File: src/rtl/rvfi_seq_pkg.sv
// Shared types for the RVFI retirement sequencer: record layout, FSM states,
// sticky error bit positions and a saturating counter helper.
package rvfi_seq_pkg;

  localparam int RvfiPktW = 382;

  typedef struct packed {
    logic [63:0] order;
    logic [31:0] insn;
    logic        trap;
    logic        halt;
    logic        intr;
    logic [1:0]  mode;
    logic [1:0]  ixl;
    logic [4:0]  rs1_addr;
    logic [4:0]  rs2_addr;
    logic [31:0] rs1_rdata;
    logic [31:0] rs2_rdata;
    logic [4:0]  rd_addr;
    logic [31:0] rd_wdata;
    logic [31:0] pc_rdata;
    logic [31:0] pc_wdata;
    logic [31:0] mem_addr;
    logic [3:0]  mem_rmask;
    logic [3:0]  mem_wmask;
    logic [31:0] mem_rdata;
    logic [31:0] mem_wdata;
  } rvfi_retire_t;

  typedef enum logic [1:0] {RUN, HALT_DRAIN, HALTED} seq_state_e;

  localparam int ErrOvfl     = 0;
  localparam int ErrOrder    = 1;
  localparam int ErrPostHalt = 2;

  function automatic logic [15:0] sat_inc16(input logic [15:0] v);
    return (v == 16'hFFFF) ? v : v + 16'd1;
  endfunction

endpackage

File: src/rtl/rvfi_retire_sequencer_if.sv
// Retirement input and consumer handshake bundle; the sequencer uses the
// slave view, the driving environment the master view.
interface rvfi_retire_sequencer_if;
  import rvfi_seq_pkg::*;

  logic         rvfi_valid_i;
  rvfi_retire_t rvfi_pkt_i;
  logic         out_valid_o;
  logic         out_ready_i;
  rvfi_retire_t out_pkt_o;

  modport master (
    output rvfi_valid_i, rvfi_pkt_i, out_ready_i,
    input  out_valid_o, out_pkt_o
  );

  modport slave (
    input  rvfi_valid_i, rvfi_pkt_i, out_ready_i,
    output out_valid_o, out_pkt_o
  );
endinterface

File: src/rtl/rvfi_seq_fifo.sv
// Synchronous FIFO whose head is read straight from the storage registers,
// so a write becomes visible the cycle after it is accepted.
module rvfi_seq_fifo #(
  parameter  int DATA_W = 8,
  parameter  int Depth  = 8,
  localparam int AW     = $clog2(Depth)
) (
  input  logic              clk_i,
  input  logic              rst_i,
  input  logic              i_push,
  input  logic              i_pop,
  input  logic              i_flush,
  input  logic [DATA_W-1:0] i_data,
  output logic [DATA_W-1:0] o_data,
  output logic              o_full,
  output logic              o_empty,
  output logic [AW:0]       o_level
);

  logic [DATA_W-1:0] r_mem [Depth];
  logic [AW-1:0]     r_wr_ptr;
  logic [AW-1:0]     r_rd_ptr;
  logic [AW:0]       r_count;
  logic              w_do_push;
  logic              w_do_pop;

  assign o_empty   = (r_count == '0);
  assign o_full    = (r_count == (AW+1)'(Depth));
  assign o_level   = r_count;
  assign w_do_pop  = i_pop && !o_empty;
  // A full FIFO still takes a write when the head leaves in the same cycle.
  assign w_do_push = i_push && (!o_full || w_do_pop);
  assign o_data    = o_empty ? '0 : r_mem[r_rd_ptr];

  always_ff @(posedge clk_i or posedge rst_i) begin
    if (rst_i) begin
      r_wr_ptr <= '0;
      r_rd_ptr <= '0;
      r_count  <= '0;
    end else if (i_flush) begin
      r_wr_ptr <= '0;
      r_rd_ptr <= '0;
      r_count  <= '0;
    end else begin
      if (w_do_push) r_wr_ptr <= r_wr_ptr + AW'(1);
      if (w_do_pop)  r_rd_ptr <= r_rd_ptr + AW'(1);
      r_count <= r_count + (AW+1)'(w_do_push) - (AW+1)'(w_do_pop);
    end
  end

  always_ff @(posedge clk_i) begin
    if (w_do_push && !i_flush) r_mem[r_wr_ptr] <= i_data;
  end

endmodule

File: src/rtl/rvfi_retire_sequencer.sv
// Buffers RVFI retirements for a slower consumer, tracks order continuity,
// sequences halt/resume and keeps sticky error/drop bookkeeping.
module rvfi_retire_sequencer
  import rvfi_seq_pkg::*;
#(
  parameter  int          Depth      = 8,
  parameter  logic [63:0] FirstOrder = 64'd0,
  localparam int          LvlW       = $clog2(Depth) + 1
) (
  input  logic                      clk_i,
  input  logic                      rst_i,
  rvfi_retire_sequencer_if.slave    bus,
  input  logic                      flush_i,
  input  logic                      resume_i,
  output logic                      halted_o,
  output logic [LvlW-1:0]           level_o,
  output logic [15:0]               drop_cnt_o,
  output logic [2:0]                err_o,
  output logic [63:0]               err_order_o
);

  seq_state_e          r_state;
  seq_state_e          w_state_nxt;
  logic [63:0]         r_exp_order;
  logic [2:0]          r_err;
  logic [63:0]         r_err_order;
  logic [15:0]         r_drop_cnt;
  logic                w_full;
  logic                w_empty;
  logic [LvlW-1:0]     w_level;
  logic [RvfiPktW-1:0] w_head;
  logic                w_rec;
  logic                w_run;
  logic                w_pop;
  logic                w_push;
  logic                w_drop_ovfl;
  logic                w_drop_halt;
  logic                w_order_bad;

  // A record arriving together with flush is discarded without any bookkeeping.
  assign w_rec       = bus.rvfi_valid_i && !flush_i;
  assign w_run       = (r_state == RUN);
  assign w_pop       = !w_empty && bus.out_ready_i;
  assign w_push      = w_rec && w_run && (!w_full || w_pop);
  assign w_drop_ovfl = w_rec && w_run && w_full && !w_pop;
  assign w_drop_halt = w_rec && !w_run;
  assign w_order_bad = w_rec && (bus.rvfi_pkt_i.order != r_exp_order);

  rvfi_seq_fifo #(
    .DATA_W (RvfiPktW),
    .Depth  (Depth)
  ) u_fifo (
    .clk_i   (clk_i),
    .rst_i   (rst_i),
    .i_push  (w_push),
    .i_pop   (w_pop),
    .i_flush (flush_i),
    .i_data  (bus.rvfi_pkt_i),
    .o_data  (w_head),
    .o_full  (w_full),
    .o_empty (w_empty),
    .o_level (w_level)
  );

  assign bus.out_valid_o = !w_empty;
  assign bus.out_pkt_o   = rvfi_retire_t'(w_head);
  assign halted_o        = (r_state == HALTED);
  assign level_o         = w_level;
  assign drop_cnt_o      = r_drop_cnt;
  assign err_o           = r_err;
  assign err_order_o     = r_err_order;

  always_comb begin
    w_state_nxt = r_state;
    case (r_state)
      RUN:        if (w_push && bus.rvfi_pkt_i.halt) w_state_nxt = HALT_DRAIN;
      // Enter HALTED as soon as the last queued record leaves.
      HALT_DRAIN: if (w_empty || (w_pop && w_level == LvlW'(1))) w_state_nxt = HALTED;
      HALTED:     if (resume_i) w_state_nxt = RUN;
      default:    w_state_nxt = RUN;
    endcase
    if (flush_i) w_state_nxt = RUN;
  end

  always_ff @(posedge clk_i or posedge rst_i) begin
    if (rst_i) begin
      r_state     <= RUN;
      r_exp_order <= FirstOrder;
      r_err       <= '0;
      r_err_order <= '0;
      r_drop_cnt  <= '0;
    end else begin
      r_state <= w_state_nxt;
      if (flush_i)    r_exp_order <= FirstOrder;
      else if (w_rec) r_exp_order <= bus.rvfi_pkt_i.order + 64'd1;
      if (w_order_bad) begin
        r_err[ErrOrder] <= 1'b1;
        if (!r_err[ErrOrder]) r_err_order <= bus.rvfi_pkt_i.order;
      end
      if (w_drop_ovfl) r_err[ErrOvfl]     <= 1'b1;
      if (w_drop_halt) r_err[ErrPostHalt] <= 1'b1;
      if (w_drop_ovfl || w_drop_halt) r_drop_cnt <= sat_inc16(r_drop_cnt);
    end
  end

endmodule

File: src/flat_wrapper.sv
// flat-port wrapper written by rule: the top's interface ports become plain ports
module rvfi_retire_sequencer_flat import rvfi_seq_pkg::*;
#(
  parameter  int          Depth      = 8,
  parameter  logic [63:0] FirstOrder = 64'd0,
  localparam int          LvlW       = $clog2(Depth) + 1
)
  (clk_i, rst_i, flush_i, resume_i, halted_o, level_o, drop_cnt_o, err_o, err_order_o, bus_rvfi_valid_i, bus_rvfi_pkt_i, bus_out_ready_i, bus_out_valid_o, bus_out_pkt_o);
  rvfi_retire_sequencer_if bus_i ();
  input  logic clk_i;
  input  logic rst_i;
  input  logic flush_i;
  input  logic resume_i;
  output logic halted_o;
  output logic [LvlW-1:0] level_o;
  output logic [15:0] drop_cnt_o;
  output logic [2:0] err_o;
  output logic [63:0] err_order_o;
  input wire logic [$bits(bus_i.rvfi_valid_i)-1:0] bus_rvfi_valid_i;
  input wire logic [$bits(bus_i.rvfi_pkt_i)-1:0] bus_rvfi_pkt_i;
  input wire logic [$bits(bus_i.out_ready_i)-1:0] bus_out_ready_i;
  output wire logic [$bits(bus_i.out_valid_o)-1:0] bus_out_valid_o;
  output wire logic [$bits(bus_i.out_pkt_o)-1:0] bus_out_pkt_o;
  assign bus_i.rvfi_valid_i = bus_rvfi_valid_i;
  assign bus_i.rvfi_pkt_i = bus_rvfi_pkt_i;
  assign bus_i.out_ready_i = bus_out_ready_i;
  assign bus_out_valid_o = bus_i.out_valid_o;
  assign bus_out_pkt_o = bus_i.out_pkt_o;
  rvfi_retire_sequencer #(.Depth(Depth), .FirstOrder(FirstOrder)) u_core (.clk_i(clk_i), .rst_i(rst_i), .bus(bus_i), .flush_i(flush_i), .resume_i(resume_i), .halted_o(halted_o), .level_o(level_o), .drop_cnt_o(drop_cnt_o), .err_o(err_o), .err_order_o(err_order_o));
endmodule
File: config.mk
export PLATFORM = sky130hd
export DESIGN_NAME = rvfi_retire_sequencer_flat
export DESIGN_NICKNAME = d
export VERILOG_FILES = /design/src/rtl/rvfi_seq_pkg.sv /design/src/rtl/rvfi_retire_sequencer_if.sv /design/src/rtl/rvfi_seq_fifo.sv /design/src/rtl/rvfi_retire_sequencer.sv /design/src/flat_wrapper.sv
export SDC_FILE = /design/constraint.sdc
export NUM_CORES = 2
export LEC_CHECK = 0
export BUFFER_PORTS_ARGS = -buffer_cell sky130_fd_sc_hd__buf_2
export CORE_MARGIN = 1.5
export CORE_UTILIZATION = 45
export CTS_CLUSTER_SIZE = 16
export DETAILED_ROUTE_END_ITERATION = 12
export HOLD_SLACK_MARGIN = 0.03
export PLACE_DENSITY = 0.64
export SLEW_MARGIN = 10
export SYNTH_ARGS = -nofsm -noshare
export SYNTH_HDL_FRONTEND = slang
export SYNTH_HIERARCHICAL = 1
export SYNTH_SLANG_ARGS = --single-unit
File: constraint.sdc
create_clock -name clk_i -period 80.6 [get_ports clk_i]
set_input_delay 20.15 -clock clk_i [delete_from_list [all_inputs] [get_ports clk_i]]
set_output_delay 20.15 -clock clk_i [all_outputs]
set_load 0.005 [all_outputs]
==> out/results.md <==
| Quantity | Reported | Unit |
|:---|:---|:---|
| Gates resized, CTS repair | 0 | - |
| CP required | 60.45 | ns |
| Minimum setup slack among reg-to-reg paths | 72.94 | ns |
| Number of global-route vias before repair | 60700 | - |
| Final critical-path setup slack | 53.40 | ns |
| Share of synthesized area occupied by flip-flops and latches | 78.2 | % |
| Critical path's largest stage delay | 1.08 | ns |
| Number of filler instances in the final layout | 20900 | - |
| Proportion of layout cells with a drive suffix above 1 | 35.0 | % |
| LEAKAGE | 46.2 | nW |
| Data arrival time of the critical path | 7.05 | ns |
| Final total power | 0.00429 | W |
| Worst-Margin Slew | 1.21 | ns |
| TNS Setup | 0 | ns |
| Wire length on met3 | 20.4 | mm |
| Worst hold path class | flip-flop to flip-flop | - |
| Die width | 525 | µm |
| Detailed Place HPWL | 163 | mm |
| Global-route usage over all layers | 20.6 | % |
| Commonest register cell after synthesis | edfxtp_1 | - |
| #FFs+latches synth | 3215 | - |
| Post CTS Setup Buffer Count | 0 | - |
| Global-route wire length before repair | 420 | mm |
| Pin count of the biggest net entering global routing | 154 | - |
| Synth cell types | 53 | - |
| Worst-case reg-to-reg path depth | 14 | - |
| Routed wire length on met2 | 141 | mm |
| Antenna Nets Post-Route | 0 | - |
| Endpoints failing hold | 0 | - |
| # Max-Cap Violations | 0 | - |
| Fraction of registers with async set/reset | 4.95 | % |
| Largest delay contributor family on the critical path | buffers and inverters | - |
| Cells traversed along the worst timing path | buf_4 > buf_4 > buf_4 > buf_4 > buf_4 > mux4_2 > a22o_1 > buf_2 | - |
| Clk_skew | 0.0682 | ns |
| Count leader, synth | edfxtp_1 | - |
| Finished layout cell area | 141000 | µm² |
| Vias after detailed routing | 59000 | - |
| Residual overflow from global routing | 0 | - |
| Maximum achievable frequency | 0.0368 | GHz |
| H-tree depth reported by CTS | 5 | - |
| Power density relative to cell area | 30.3 | nW/µm² |
| Startpoint of the lowest-slack register-to-register path | u_core/u_fifo/o_level[2]$_DFF_PP0_ | - |
| CTS clock-pin slew for the worst setup and hold paths | 0.06 | ns |
| IR Drop Worst-Case VDD | 0.0411 | mV |
| Share of the synthesized area in the top cell type | 74.9 | % |
| Kind of end point of the critical path | output pin | - |
| Net count after synthesis | 5692 | - |
| Number of clock buffers inserted by TritonCTS | 331 | - |
| Routed met1 length | 120 | mm |
| TritonCTS clock tree | built | - |
| Final Routed Wirelength | 288 | mm |
| Endpoint of the worst hold-timing path | u_core/err_o[2]$_DFFE_PP0P_ | - |
| Count of clock tree sinks | 3215 | - |
| Slowest cell on the critical path | dfrtp_4 | - |
| Count of pins over their slew limit | 0 | - |
| Number of hold buffers added after cts | 0 | - |
| Number of buffers and inverters on the critical path | 6 | - |
| Final weighted congestion of routability-driven global placement | 0.793 | - |
| Setup violators final | 0 | - |
| Synthesized area divided by synthesized cell count | 23.1 | µm² |
| Wire length per cell after detailed routing | 28.4 | µm |
| Kind of critical path | flip-flop to output pin | - |
| Die Area | 275000 | µm² |
| Std-Cell Rows | 191 | - |
| Placed Cells | 9503 | - |
| Total stage count of the critical path | 8 | - |
| DR top layer | met5 | - |
| Total I/O pin count | 859 | - |
| Violation count after the first detailed-route iteration | 5226 | - |
| Status | complete, no violations | - |
| Post-route fraction of the period consumed by the critical path | 33.8 | % |
| RSZ-0062 raised after global routing | no | - |
| Cell area after technology mapping | 122000 | µm² |
| Cell chosen for the clock root | clkbuf_16 | - |
| Clock Path Buffers | 4 | - |
| Yosys top cell by area | edfxtp_1 | - |
| Cell count after synthesis | 5294 | - |
| Number of warning messages in the yosys log | 6 | - |
| Number of enable-type register cells in the synthesized netlist | 3056 | - |
| TritonRoute pass-1 iters | 5 | - |
| Critical path fanouts, max | 66 | - |
| List of most frequent post-synthesis cells | edfxtp_1 (3056), mux4_2 (764), a22o_1 (382) | - |
| Type of origin of the critical path | flip-flop | - |
| Avg Vias per Cell | 5.82 | - |
| Total core area | 271000 | µm² |
| Number of nets at the end of the flow | 6664 | - |
| Largest cells by area after synthesis | edfxtp_1 (75%), mux4_2 (14%), dfrtp_1 (3.2%) | - |
| Initial antenna violation count | 104 | - |
| Hold path startpoint | u_core/err_o[2]$_DFFE_PP0P_ | - |
| Post-layout min period | 27.20 | ns |
| Hold depth | 1 | - |
| Worst R2R End | u_core/u_fifo/r_mem[2][10]$_DFFE_PP_ | - |
| Pre-CTS setup slack | 53.37 | ns |
| Initial cell density of the core | 45.2 | % |
| Cell repeated most along the worst path | buf_4 | - |
| Area grow syn2layout | 15.5 | % |
| Clock latency on the worst-skew pair | 0.92 | ns |
| Final Instance Count excl. Fillers | 10100 | - |
| Vertical extent of the die | 525 | µm |
| Placed cell area | 130000 | µm² |
| Port Buffers | 858 | - |
| Worst slew margin relative to its limit | 18.4 | % |
| Residual DRC count | 0 | - |
## layout by cell type (no fill, tap or decap), drive strengths merged, types with 25 or more instances in the layout
master  Yosys  layout
a211oi     54      54
a22o      382     382
buf       210     955
bufinv      0      37
clkbuf    106     394
clkinv      0     146
dfrtp     159     159
diode       0      30
edfxtp   3056    3056
inv        15      25
mux2       68      68
mux4      764     764
nand2      35      35
nand3      36      36
nand4      46      46
nor2       92      92
xnor2     102     102
xor2       31      31
## through the flow
stage,utilization [%],hold WS [ns]
floorplan,-,0.468
global placement,48.2,0.463
detailed placement,48.2,0.460
CTS,52.2,0.478
global route,52.2,0.513
finish,52.2,0.482
## registers in the layout, summed over array words and instances, names as in the netlist
| register | cells |
|---|---|
| u_core/u_fifo/r_mem | 3056 |
| u_core/err_order_o | 64 |
| u_core/r_exp_order | 64 |
| u_core/drop_cnt_o | 16 |
| u_core/u_fifo/o_level | 4 |
| u_core/err_o | 3 |
| u_core/u_fifo/r_rd_ptr | 3 |
| u_core/u_fifo/r_wr_ptr | 3 |
| u_core/r_state | 2 |
## worst max path at each step
| stage | end | slack (ns) | startpoint |
|---|---|---|---|
| after floorplan | u_core/u_fifo/r_mem[2][0]$_DFFE_PP_ | 21.42 | bus_rvfi_valid_i |
| after global placement | u_core/u_fifo/r_mem[2][23]$_DFFE_PP_ | 53.47 | bus_rvfi_valid_i |
| after detailed placement | u_core/u_fifo/r_mem[2][23]$_DFFE_PP_ | 53.37 | bus_rvfi_valid_i |
| after CTS | bus_out_pkt_o[63] | 53.17 | u_core/u_fifo/r_rd_ptr[1]$_DFFE_PP0P_ |
| after global routing | bus_out_pkt_o[63] | 53.04 | u_core/u_fifo/r_rd_ptr[1]$_DFFE_PP0P_ |
| final | bus_out_pkt_o[67] | 53.40 | u_core/u_fifo/r_rd_ptr[1]$_DFFE_PP0P_ |
## layer usage
layer / vias up / global-route usage [%]
met5: - / 0
met4: 52 / 5.07
met3: 511 / 4.70
met2: 2147 / 33.1
met1: 31700 / 28.5
li1: 24600 / -
## worst reg2reg max path: stages (launching register included)
cell and delay (ns):
dfrtp_1 0.37, inv_1 0.09, ha_1 0.23, or3b_4 0.27, inv_2 0.08, nor2b_1 0.32
nand2b_1 0.32, nor2b_1 0.66, o21ai_0 0.47, nor4_2 0.30, buf_4 0.89, buf_4 0.72
buf_4 0.83, buf_4 0.70, buf_4 0.93
## power by group
part | switching [W] | leakage (nW) | internal, W | total (W)
clock network | 0.000640 | 5.31 | 0.000892 | 0.00153
logic | 0.000482 | 11.3 | 0.000388 | 0.000870
registers | 0.0000191 | 29.5 | 0.00186 | 0.00188
total | 0.00114 | 46.2 | 0.00314 | 0.00429
## logic make-up (layout without fill, tap and decap cells)
group,after synthesis,count (layout),synth area share [%]
DFF,3215,3215,78.2
muxes,834,834,14.7
AOI/OAI and AO/OA,473,473,3.27
buffers and inverters,331,1569,1.50
and+or+nand+nor,298,298,1.29
xor gates and xnor gates,133,133,0.951
adders and majority gates,10,10,0.108
other,0,30,0
## area by class of cell
class                   count  area, µm²  share of cell area, %
flip-flops and latches   3215      95800                   67.7
multi-input cells        1748      24900                   17.6
clock buffers             394       8660                   6.13
repair buffers            955       5190                   3.67
well taps                3570       4470                   3.16
clock inverters           205       2270                   1.61
diodes                     30       75.1                 0.0531
inverters                  15       61.3                 0.0434
(Power assumes the default switching activity.)
